## src/rtl/sprite_mover.sv

```systemverilog
`timescale 1ns/1ps
// sprite_mover: erases, moves (with screen-edge clamping) and redraws one sprite
// through the VGA plot port. Define SPRITE_MOVER_ERASE_EN to compile the erase pass.
module sprite_mover #(
   parameter int X_W       = 8,
   parameter int Y_W       = 7,
   parameter int COL_W     = 3,
   parameter int SPR_W     = 20,
   parameter int SPR_H     = 20,
   parameter int STEP      = 7,
   parameter int SCREEN_W  = 160,
   parameter int SCREEN_H  = 120,
   parameter int INIT_X    = 0,
   parameter int INIT_Y    = 100,
   parameter int BG_COLOUR = 0,
   parameter int TRANSP    = 7
) (
   input  logic             clock,
   input  logic             resetn,
   input  logic             go,
   input  logic             load,
   input  logic [X_W-1:0]   load_x,
   input  logic [Y_W-1:0]   load_y,
   input  logic             left,
   input  logic             right,
   input  logic             up,
   input  logic             down,
   output logic [4:0]       pix_col,
   output logic [4:0]       pix_row,
   output logic [1:0]       orient,
   input  logic [COL_W-1:0] pix_colour,
   output logic [X_W-1:0]   vga_x,
   output logic [Y_W-1:0]   vga_y,
   output logic [COL_W-1:0] colour,
   output logic             plot,
   output logic [X_W-1:0]   pos_x,
   output logic [Y_W-1:0]   pos_y,
   output logic             busy,
   output logic             done
);

   typedef enum logic [2:0] {
      S_IDLE,
`ifdef SPRITE_MOVER_ERASE_EN
      S_ERASE,
`endif
      S_MOVE,
      S_DRAW,
      S_DONE
   } state_t;

   localparam logic [X_W:0]     X_MAX    = (X_W+1)'(SCREEN_W - SPR_W);
   localparam logic [Y_W:0]     Y_MAX    = (Y_W+1)'(SCREEN_H - SPR_H);
   localparam logic [X_W:0]     STEP_X   = (X_W+1)'(STEP);
   localparam logic [Y_W:0]     STEP_Y   = (Y_W+1)'(STEP);
   localparam logic [4:0]       COL_LAST = 5'(SPR_W - 1);
   localparam logic [4:0]       ROW_LAST = 5'(SPR_H - 1);
   localparam logic [COL_W-1:0] BG_C     = COL_W'(BG_COLOUR);
   localparam logic [COL_W-1:0] TRANSP_C = COL_W'(TRANSP);

   localparam logic [1:0] OR_RIGHT = 2'b00;
   localparam logic [1:0] OR_LEFT  = 2'b01;
   localparam logic [1:0] OR_DOWN  = 2'b10;
   localparam logic [1:0] OR_UP    = 2'b11;

   state_t         state_q, state_d;
   logic [X_W-1:0] pos_x_q, pos_x_d;
   logic [Y_W-1:0] pos_y_q, pos_y_d;
   logic [1:0]     orient_q, orient_d;
   logic [4:0]     col_q, col_d;
   logic [4:0]     row_q, row_d;
   logic           flush_q, flush_d;
   logic [X_W-1:0] vga_x_q, vga_x_d;
   logic [Y_W-1:0] vga_y_q, vga_y_d;
   logic           erase_v_q, erase_v_d;
   logic           draw_v_q, draw_v_d;

   logic           pix_run;
   logic [X_W:0]   x_sub, x_add, lx_ext;
   logic [Y_W:0]   y_sub, y_add, ly_ext;

   always_ff @(posedge clock) begin
      if (!resetn) begin
         state_q   <= S_IDLE;
         pos_x_q   <= X_W'(INIT_X);
         pos_y_q   <= Y_W'(INIT_Y);
         orient_q  <= OR_RIGHT;
         col_q     <= '0;
         row_q     <= '0;
         flush_q   <= 1'b0;
         vga_x_q   <= '0;
         vga_y_q   <= '0;
         erase_v_q <= 1'b0;
         draw_v_q  <= 1'b0;
      end else begin
         // NOTE: state registers use non-blocking assignments so every flop samples pre-edge values.
         state_q   <= state_d;
         pos_x_q   <= pos_x_d;
         pos_y_q   <= pos_y_d;
         orient_q  <= orient_d;
         col_q     <= col_d;
         row_q     <= row_d;
         flush_q   <= flush_d;
         vga_x_q   <= vga_x_d;
         vga_y_q   <= vga_y_d;
         erase_v_q <= erase_v_d;
         draw_v_q  <= draw_v_d;
      end
   end

   always_comb begin
      // NOTE: every combinational output is defaulted first so no path can infer a latch.
      state_d   = state_q;
      pos_x_d   = pos_x_q;
      pos_y_d   = pos_y_q;
      orient_d  = orient_q;
      col_d     = col_q;
      row_d     = row_q;
      flush_d   = flush_q;
      erase_v_d = 1'b0;
      draw_v_d  = 1'b0;
      pix_run   = 1'b0;
      vga_x_d   = pos_x_q + X_W'(col_q);
      vga_y_d   = pos_y_q + Y_W'(row_q);

      // One extra bit so a borrow or carry is visible before clamping.
      x_sub  = {1'b0, pos_x_q} - STEP_X;
      x_add  = {1'b0, pos_x_q} + STEP_X;
      y_sub  = {1'b0, pos_y_q} - STEP_Y;
      y_add  = {1'b0, pos_y_q} + STEP_Y;
      lx_ext = {1'b0, load_x};
      ly_ext = {1'b0, load_y};

      case (state_q)
         S_IDLE: begin
            if (go) begin
`ifdef SPRITE_MOVER_ERASE_EN
               state_d = S_ERASE;
`else
               state_d = S_MOVE;
`endif
            end else if (load) begin
               pos_x_d = (lx_ext > X_MAX) ? X_MAX[X_W-1:0] : load_x;
               pos_y_d = (ly_ext > Y_MAX) ? Y_MAX[Y_W-1:0] : load_y;
            end
         end
`ifdef SPRITE_MOVER_ERASE_EN
         S_ERASE: begin
            if (flush_q) begin
               flush_d = 1'b0;
               state_d = S_MOVE;
            end else begin
               pix_run   = 1'b1;
               erase_v_d = 1'b1;
            end
         end
`endif
         S_MOVE: begin
            if (!up) begin
               pos_y_d  = y_sub[Y_W] ? '0 : y_sub[Y_W-1:0];
               orient_d = OR_UP;
            end else if (!down) begin
               pos_y_d  = (y_add > Y_MAX) ? Y_MAX[Y_W-1:0] : y_add[Y_W-1:0];
               orient_d = OR_DOWN;
            end else if (!left) begin
               pos_x_d  = x_sub[X_W] ? '0 : x_sub[X_W-1:0];
               orient_d = OR_LEFT;
            end else if (!right) begin
               pos_x_d  = (x_add > X_MAX) ? X_MAX[X_W-1:0] : x_add[X_W-1:0];
               orient_d = OR_RIGHT;
            end
            state_d = S_DRAW;
         end
         S_DRAW: begin
            if (flush_q) begin
               flush_d = 1'b0;
               state_d = S_DONE;
            end else begin
               pix_run  = 1'b1;
               draw_v_d = 1'b1;
            end
         end
         S_DONE:  state_d = S_IDLE;
         default: state_d = S_IDLE;
      endcase

      // Raster counter; the cycle after the last pixel is a flush so the ROM output drains.
      if (pix_run) begin
         if (col_q == COL_LAST) begin
            col_d = '0;
            if (row_q == ROW_LAST) begin
               row_d   = '0;
               flush_d = 1'b1;
            end else begin
               row_d = row_q + 5'd1;
            end
         end else begin
            col_d = col_q + 5'd1;
         end
      end
   end

   // Colour and plot use ROM data directly: it arrives in the same cycle as the registered address.
   assign plot    = erase_v_q | (draw_v_q & (pix_colour != TRANSP_C));
   assign colour  = draw_v_q ? pix_colour : (erase_v_q ? BG_C : '0);
   assign vga_x   = vga_x_q;
   assign vga_y   = vga_y_q;
   assign pix_col = col_q;
   assign pix_row = row_q;
   assign orient  = orient_q;
   assign pos_x   = pos_x_q;
   assign pos_y   = pos_y_q;
   assign busy    = (state_q != S_IDLE);
   assign done    = (state_q == S_DONE);

endmodule

```

## config.mk

```make
export PLATFORM = sky130hd
export DESIGN_NAME = sprite_mover
export DESIGN_NICKNAME = d
export VERILOG_FILES = /design/src/rtl/sprite_mover.sv
export SDC_FILE = /design/constraint.sdc
export NUM_CORES = 1
export LEC_CHECK = 0
export ABC_AREA = 1
export CORE_UTILIZATION = 45
export CTS_CLUSTER_DIAMETER = 200
export DETAILED_ROUTE_END_ITERATION = 8
export GPL_TIMING_DRIVEN = 0
export HOLD_SLACK_MARGIN = 0.02
export PLACE_DENSITY = 0.76
export SKIP_CTS_REPAIR_TIMING = 1
export SYNTH_ARGS = -nofsm -noshare
export SYNTH_HDL_FRONTEND = slang
export SYNTH_SLANG_ARGS = --single-unit
```

## constraint.sdc

```tcl
create_clock -name clock -period 2.2 [get_ports clock]
set_clock_uncertainty 0.15 [all_clocks]
set_input_delay 0.55 -clock clock [delete_from_list [all_inputs] [get_ports clock]]
set_output_delay 0.55 -clock clock [all_outputs]
set_load 0.005 [all_outputs]
```

* Word level (Yosys, flattened, before mapping) *
Index checks and enable logic that the tools add are counted.

storage, ports and cells
  register bits after elaboration = 47
  input port bits = 26
  output and inout port bits = 48
  word-level logic and storage cells = 80

operators by class
  add/subtract/negate cells = 8
  order comparisons = 4
  equality and inequality tests = 15
  mux-type cells = 34
  bitwise logic cells = 1
  reductions and logical operators = 8

operators with widths
  operator                                             count
  two-way mux 8 bit                                    9
  two-way mux 7 bit                                    7
  case mux 8 bit (2 select lines)                      1
  case mux 7 bit (2 select lines)                      1
  inequality test 2 bit (second input constant)        6
  adder 5 x 1 -> 5 bit (second input constant)         2
  == test 5 bit (second input constant)                2
  two-way mux 5 bit                                    2
  adder 8 x 3 -> 9 bit (second input constant)         1
  > comparator 9 x 8 -> 1 bit (second input constant)  1
  two-way mux 3 bit                                    3
  inequality test 3 bit (second input constant)        3
  case mux 3 bit (3 select lines)                      1
  subtractor 8 x 3 -> 9 bit (second input constant)    1
  adder 7 x 3 -> 8 bit (second input constant)         1
  adder 8 x 5 -> 8 bit                                 1
  > comparator 8 x 7 -> 1 bit (second input constant)  1
  > comparator 8 bit (second input constant)           1
  two-way mux 2 bit                                    4
  subtractor 7 x 3 -> 8 bit (second input constant)    1
  adder 7 x 5 -> 7 bit                                 1
  > comparator 7 bit (second input constant)           1
  == test 3 x 2 -> 1 bit (second input constant)       2
  two-way mux 1 bit                                    6
  other kinds (9)                                      11

* Logic depth before layout (Yosys ltp) *
Gate-level depths: netlist (run 1).

  depth in word-level cells = 8
  mapped depth = 14
  depth with buffers taken out = 14

* Worst setup path after synthesis (run 1) *
Ideal clock, no wire load.

  path kind = reg2reg
  start point = register pos_y_q[0] (netlist: pos_y[0])
  end point = register vga_y_q[6] (netlist: vga_y[6])
  library setup time = 0.122 ns
  arrival time = 1.700 ns
  required time = 1.928 ns
  setup slack = 0.228 ns
  cell stages (with the launch flop) = 10
  buffers on the path = 0
  period minus slack after synthesis = 1.972 ns
  cell sequence = dfxtp_1 -> ha_1 -> inv_1 -> fa_1 -> nor2_1 -> o21ai_0 -> a21boi_0 -> o21ai_0 -> o21ai_0 -> a21oi_1

between the ends
  longest elaborated chain between the ends = 1

RTL lines
  what                    RTL line  RTL
  from (decl)             68        logic [Y_W-1:0] pos_y_q, pos_y_d;
  from (signal assigned)  86        pos_y_q <= Y_W'(INIT_Y);
  from (signal assigned)  99        pos_y_q <= pos_y_d;
  adder 7 x 5 -> 7 bit    124       vga_y_d = pos_y_q + Y_W'(row_q);
  to (signal assigned)    105       vga_y_q <= vga_y_d;
  to (decl)               74        logic [Y_W-1:0] vga_y_q, vga_y_d;

No other way between the ends.
A chain may end at the register's enable or synchronous reset.

* Worst setup path after layout (run 1) *
  start point = register pos_x_q[4] (netlist: pos_x[4])
  end point = output port pos_x[4]

RTL lines
  what                    RTL line  RTL
  from (decl)             67        logic [X_W-1:0] pos_x_q, pos_x_d;
  from (signal assigned)  85        pos_x_q <= X_W'(INIT_X);
  from (signal assigned)  98        pos_x_q <= pos_x_d;
  to (decl)               36        output logic [X_W-1:0] pos_x,

No word-level cell between the ends.

==> results.md, run 1 <==
- DRC viols: 0
- CTS root buffer: clkbuf_8
- Buf/Inv on CP: 1
- Worst setup SP type: register
- Crit Reg-Reg Startpoint: pix_row[0]
- Initial antenna violation count: 0
- Crit. End Element: output port
- FILL cells: between 600 and 700
- Worst path slowest cell: clkdlybuf4s50_1
- Clock Tree Buf Depth: 2
- Final instance area: 4210 um^2
- Drt first-iter violations: 165
- Largest net degree at the start of global routing: 17
- Seq pwr share: between 20 and 30%
- CP peak stage delay: 0.57 ns
- Syn_nets: 531
- Clock share of power: 11.8%
- Ant. Diodes: 0
- Flops & latches, synth: 46
- Worst EP required: 1.50 ns
- Seq/Total Area, Yosys: 28.9%
- Critical R2R Capture: vga_y[6]
- Drt pass-1 iters: 5
- Critical Path Fanout Max: 9
- Post-synth EDFFs: 0
- Area Overhead vs Synth: 32.0%
- Max-slew headroom: 52.4%
- Mapped cell area: approximately 3200 um^2
- Clock transition at path regs: 0.10 ns
- Final ANT Viol Nets: 0
- Die Height: 86.2 um
- Core area: 6830 um^2
- Status: completed
- Global-route wire length before repair: 14300 um
- Vias: 3419
- Max frequency: 470 MHz
- WL final: 8570 um
- Max-Cap Viols: 0
- Number of buffers added on ports: 72
- Routed len/inst: 13.0 um
- Final hold slack: 0.346 ns
- Clock Latency Late Sink: between 0.3 and 0.4 ns
- Switching share of total power: a little under half
- Vias per std cell: 5.17
- Pin slew with the least headroom to its limit: 0.714 ns
- CP Data Arrival Time: approximately 1.4 ns
- Layout cells sized above 1: 9.91%
- PD cells: between 1000 and 1500 nW/um^2
- Placed Area: 4030 um^2
- Reg2Reg Setup Slack: roughly 0.18 ns
- FF-to-FF path depth: 9
- Crit path capture: pos_x[4]
- Worst path depth: 1
- Worst setup path start: pos_x[4]
- DIE AREA: ~7400 um^2
- Gr usage total: 24.1%
- CP Cell Sequence: clkdlybuf4s50_1
- Period minus WS final: 2.13 ns
- Max Transition Viols Final: 0
- Synth Area per Inst: 6.64 um^2
- Initial core utilization: 46.6%
- Fin. Hold Viols: 0
- Setup CP Type: register to output port
- RSZ-0062 raised after global routing: yes
- CTS tree: yes
- Static leakage: 1.97 nW
- Final count of negative-setup-slack endpoints: 0
- Num CTS Buffers: 5
- Ys Warns: 0
- Hold Crit Class: register to register
- Final HPWL from detailed placement: 6420 um
- Net Sw Power: 2.22 mW
- Top FF cell, synth: dfxtp_1
- CTS sink count: 46
- Max H-tree Level: 2
- Fraction of registers with async set/reset: 0%
- GR Overflow Total: 0
- Yosys cell types: 38
- Gpl congestion: 0.867
- Comb power frac: 59.5%
- Final period utilization: between 90 and 100%
- Chip width: between 80 and 90 um
- Nets@finish: between 600 and 700
- # IOs: 74
- FP Rows: 30
- Power Internal: ~2.6 mW
- Mapped Cells: 480
- Max VDD drop: 709 uV
- Final Util: 61.6%
- Family with the most delay on the worst path: buffers and inverters
- Vias in the first global route: 3224
==> per-stage QoR <==
| stage | setup WS [ns] | instances | TNS [ns] | total power [mW] |
|---|---|---|---|---|
| after floorplan | 0.228 | 480 | 0 | 3.11 |
| after global placement | -0.277 | 648 | -3.07 | 4.02 |
| after detailed placement | -0.259 | 648 | -3.03 | 4.07 |
| after CTS | -0.191 | 656 | -0.843 | 4.66 |
| after global routing | -0.0284 | 661 | -0.0284 | 5.22 |
| final | 0.0725 | 661 | 0 | 4.77 |
==> registers in the layout, indices dropped and copies added, names as in the netlist, 2 cells and up <==
signal and count:
orient 2, pix_col 5, pix_row 5, pos_x 8
pos_y 7, state_q 2, vga_x 8, vga_y 7
==> synth_stat cells (4+ instances only) <==
master	count	area, um^2
nand3_1	22	110
ha_1	23	288
a21oi_1	49	245
nand2_2	5	31.3
xor2_1	14	123
a21oi_2	5	43.8
o21ai_0	30	150
nor2_1	43	161
dfxtp_1	46	921
inv_2	4	15.0
inv_1	55	206
a31oi_1	4	25.0
nand2_1	123	462
nand4_1	5	31.3
and3_1	4	25.0
clkbuf_1	7	26.3
nor3_1	6	30.0
==> worst register-to-register path: cells and delay by family, from the launching register on <==
family                   cells  cell delay [ns]
AO/OA/AOI/OAI                5             0.64
adder cells (fa/ha/maj)      2             0.58
buffers and inverters        1             0.05
flip-flops                   1             0.40
AND/OR/NAND/NOR              1             0.11
==> area by class of cell <==
cell class / instances / area (um^2) / share of cell area (%)
Multi-Input combinational cell: 360 / 1970 / 46.8
Clock inverter: 3 / 25.0 / 0.595
Buffer: 13 / 72.6 / 1.73
Sequential cell: 46 / 945 / 22.5
Inverter: 61 / 229 / 5.44
Clock buffer: 5 / 68.8 / 1.64
Timing Repair Buffer: 77 / 776 / 18.4
Tap cell: 96 / 120 / 2.86
==> worst min-delay path by stage <==
| stage | cells past startpoint | endpoint | from |
|---|---|---|---|
| 2_1_floorplan | 2 | flush_q | flush_q |
| 5_1_grt | 2 | orient[1] | orient[1] |
| 6_report | 2 | flush_q | flush_q |
| 4_1_cts | 2 | flush_q | flush_q |
| 3_5_place_dp | 2 | flush_q | flush_q |
| 3_3_place_gp | 2 | flush_q | flush_q |
==> kinds of logic (layout without fill, tap and decap cells) <==
group | count (synthesis) | in the layout | synth area share [%]
compound gates | 98 | 98 | 17.1
xor+xnor | 16 | 16 | 4.63
fa+ha+maj | 25 | 25 | 10.3
buf+inv | 74 | 159 | 9.42
flops | 46 | 46 | 28.9
simple gates | 221 | 221 | 29.6
==> power by group through the flow <==
stage | sequential, mW | clock [mW] | combinational (mW)
2_1_floorplan | 1.30 | 0 | 1.81
3_3_place_gp | 1.35 | 0 | 2.67
3_5_place_dp | 1.36 | 0 | 2.71
4_1_cts | 1.34 | 0.567 | 2.75
5_1_grt | 1.40 | 0.604 | 3.22
6_report | 1.37 | 0.562 | 2.84
==> placed cells by master (no fill, tap or decap), drive strengths merged, types with 2 or more instances in the layout <==
| master | count |
|---|---|
| dfxtp | 46 |
| nand2 | 128 |
| a21oi | 55 |
| ha | 23 |
| fa | 2 |
| clkbuf | 12 |
| nor3b | 2 |
| o21ai | 33 |
| or2 | 2 |
| nand3 | 24 |
| dlymetal6s2s | 7 |
| inv | 60 |
| a31oi | 4 |
| nand3b | 2 |
| o211ai | 3 |
| nor3 | 6 |
| and2 | 2 |
| nand4 | 5 |
| clkinv | 3 |
| nor2 | 46 |
| xor2 | 15 |
| clkdlybuf4s50 | 65 |
| and3 | 4 |
| buf | 11 |
==> metal layers <==
metal | vias up | routed length (um) | track usage, %
li1 | 1721 | - | -
met1 | 1562 | 3780 | 29.7
met2 | 114 | 4120 | 41.4
met3 | 22 | 479 | 4.14
met4 | 0 | 197 | 10.0
met5 | - | 0 | 0
No activity file was read; power rests on OpenSTA's default activity.
==> run 2: changes to the inputs <==
Settings changed: CAP_MARGIN from default to 20.
==> results of run 2 <==
Final layout, timing and power as in run 1 (identical DEF).
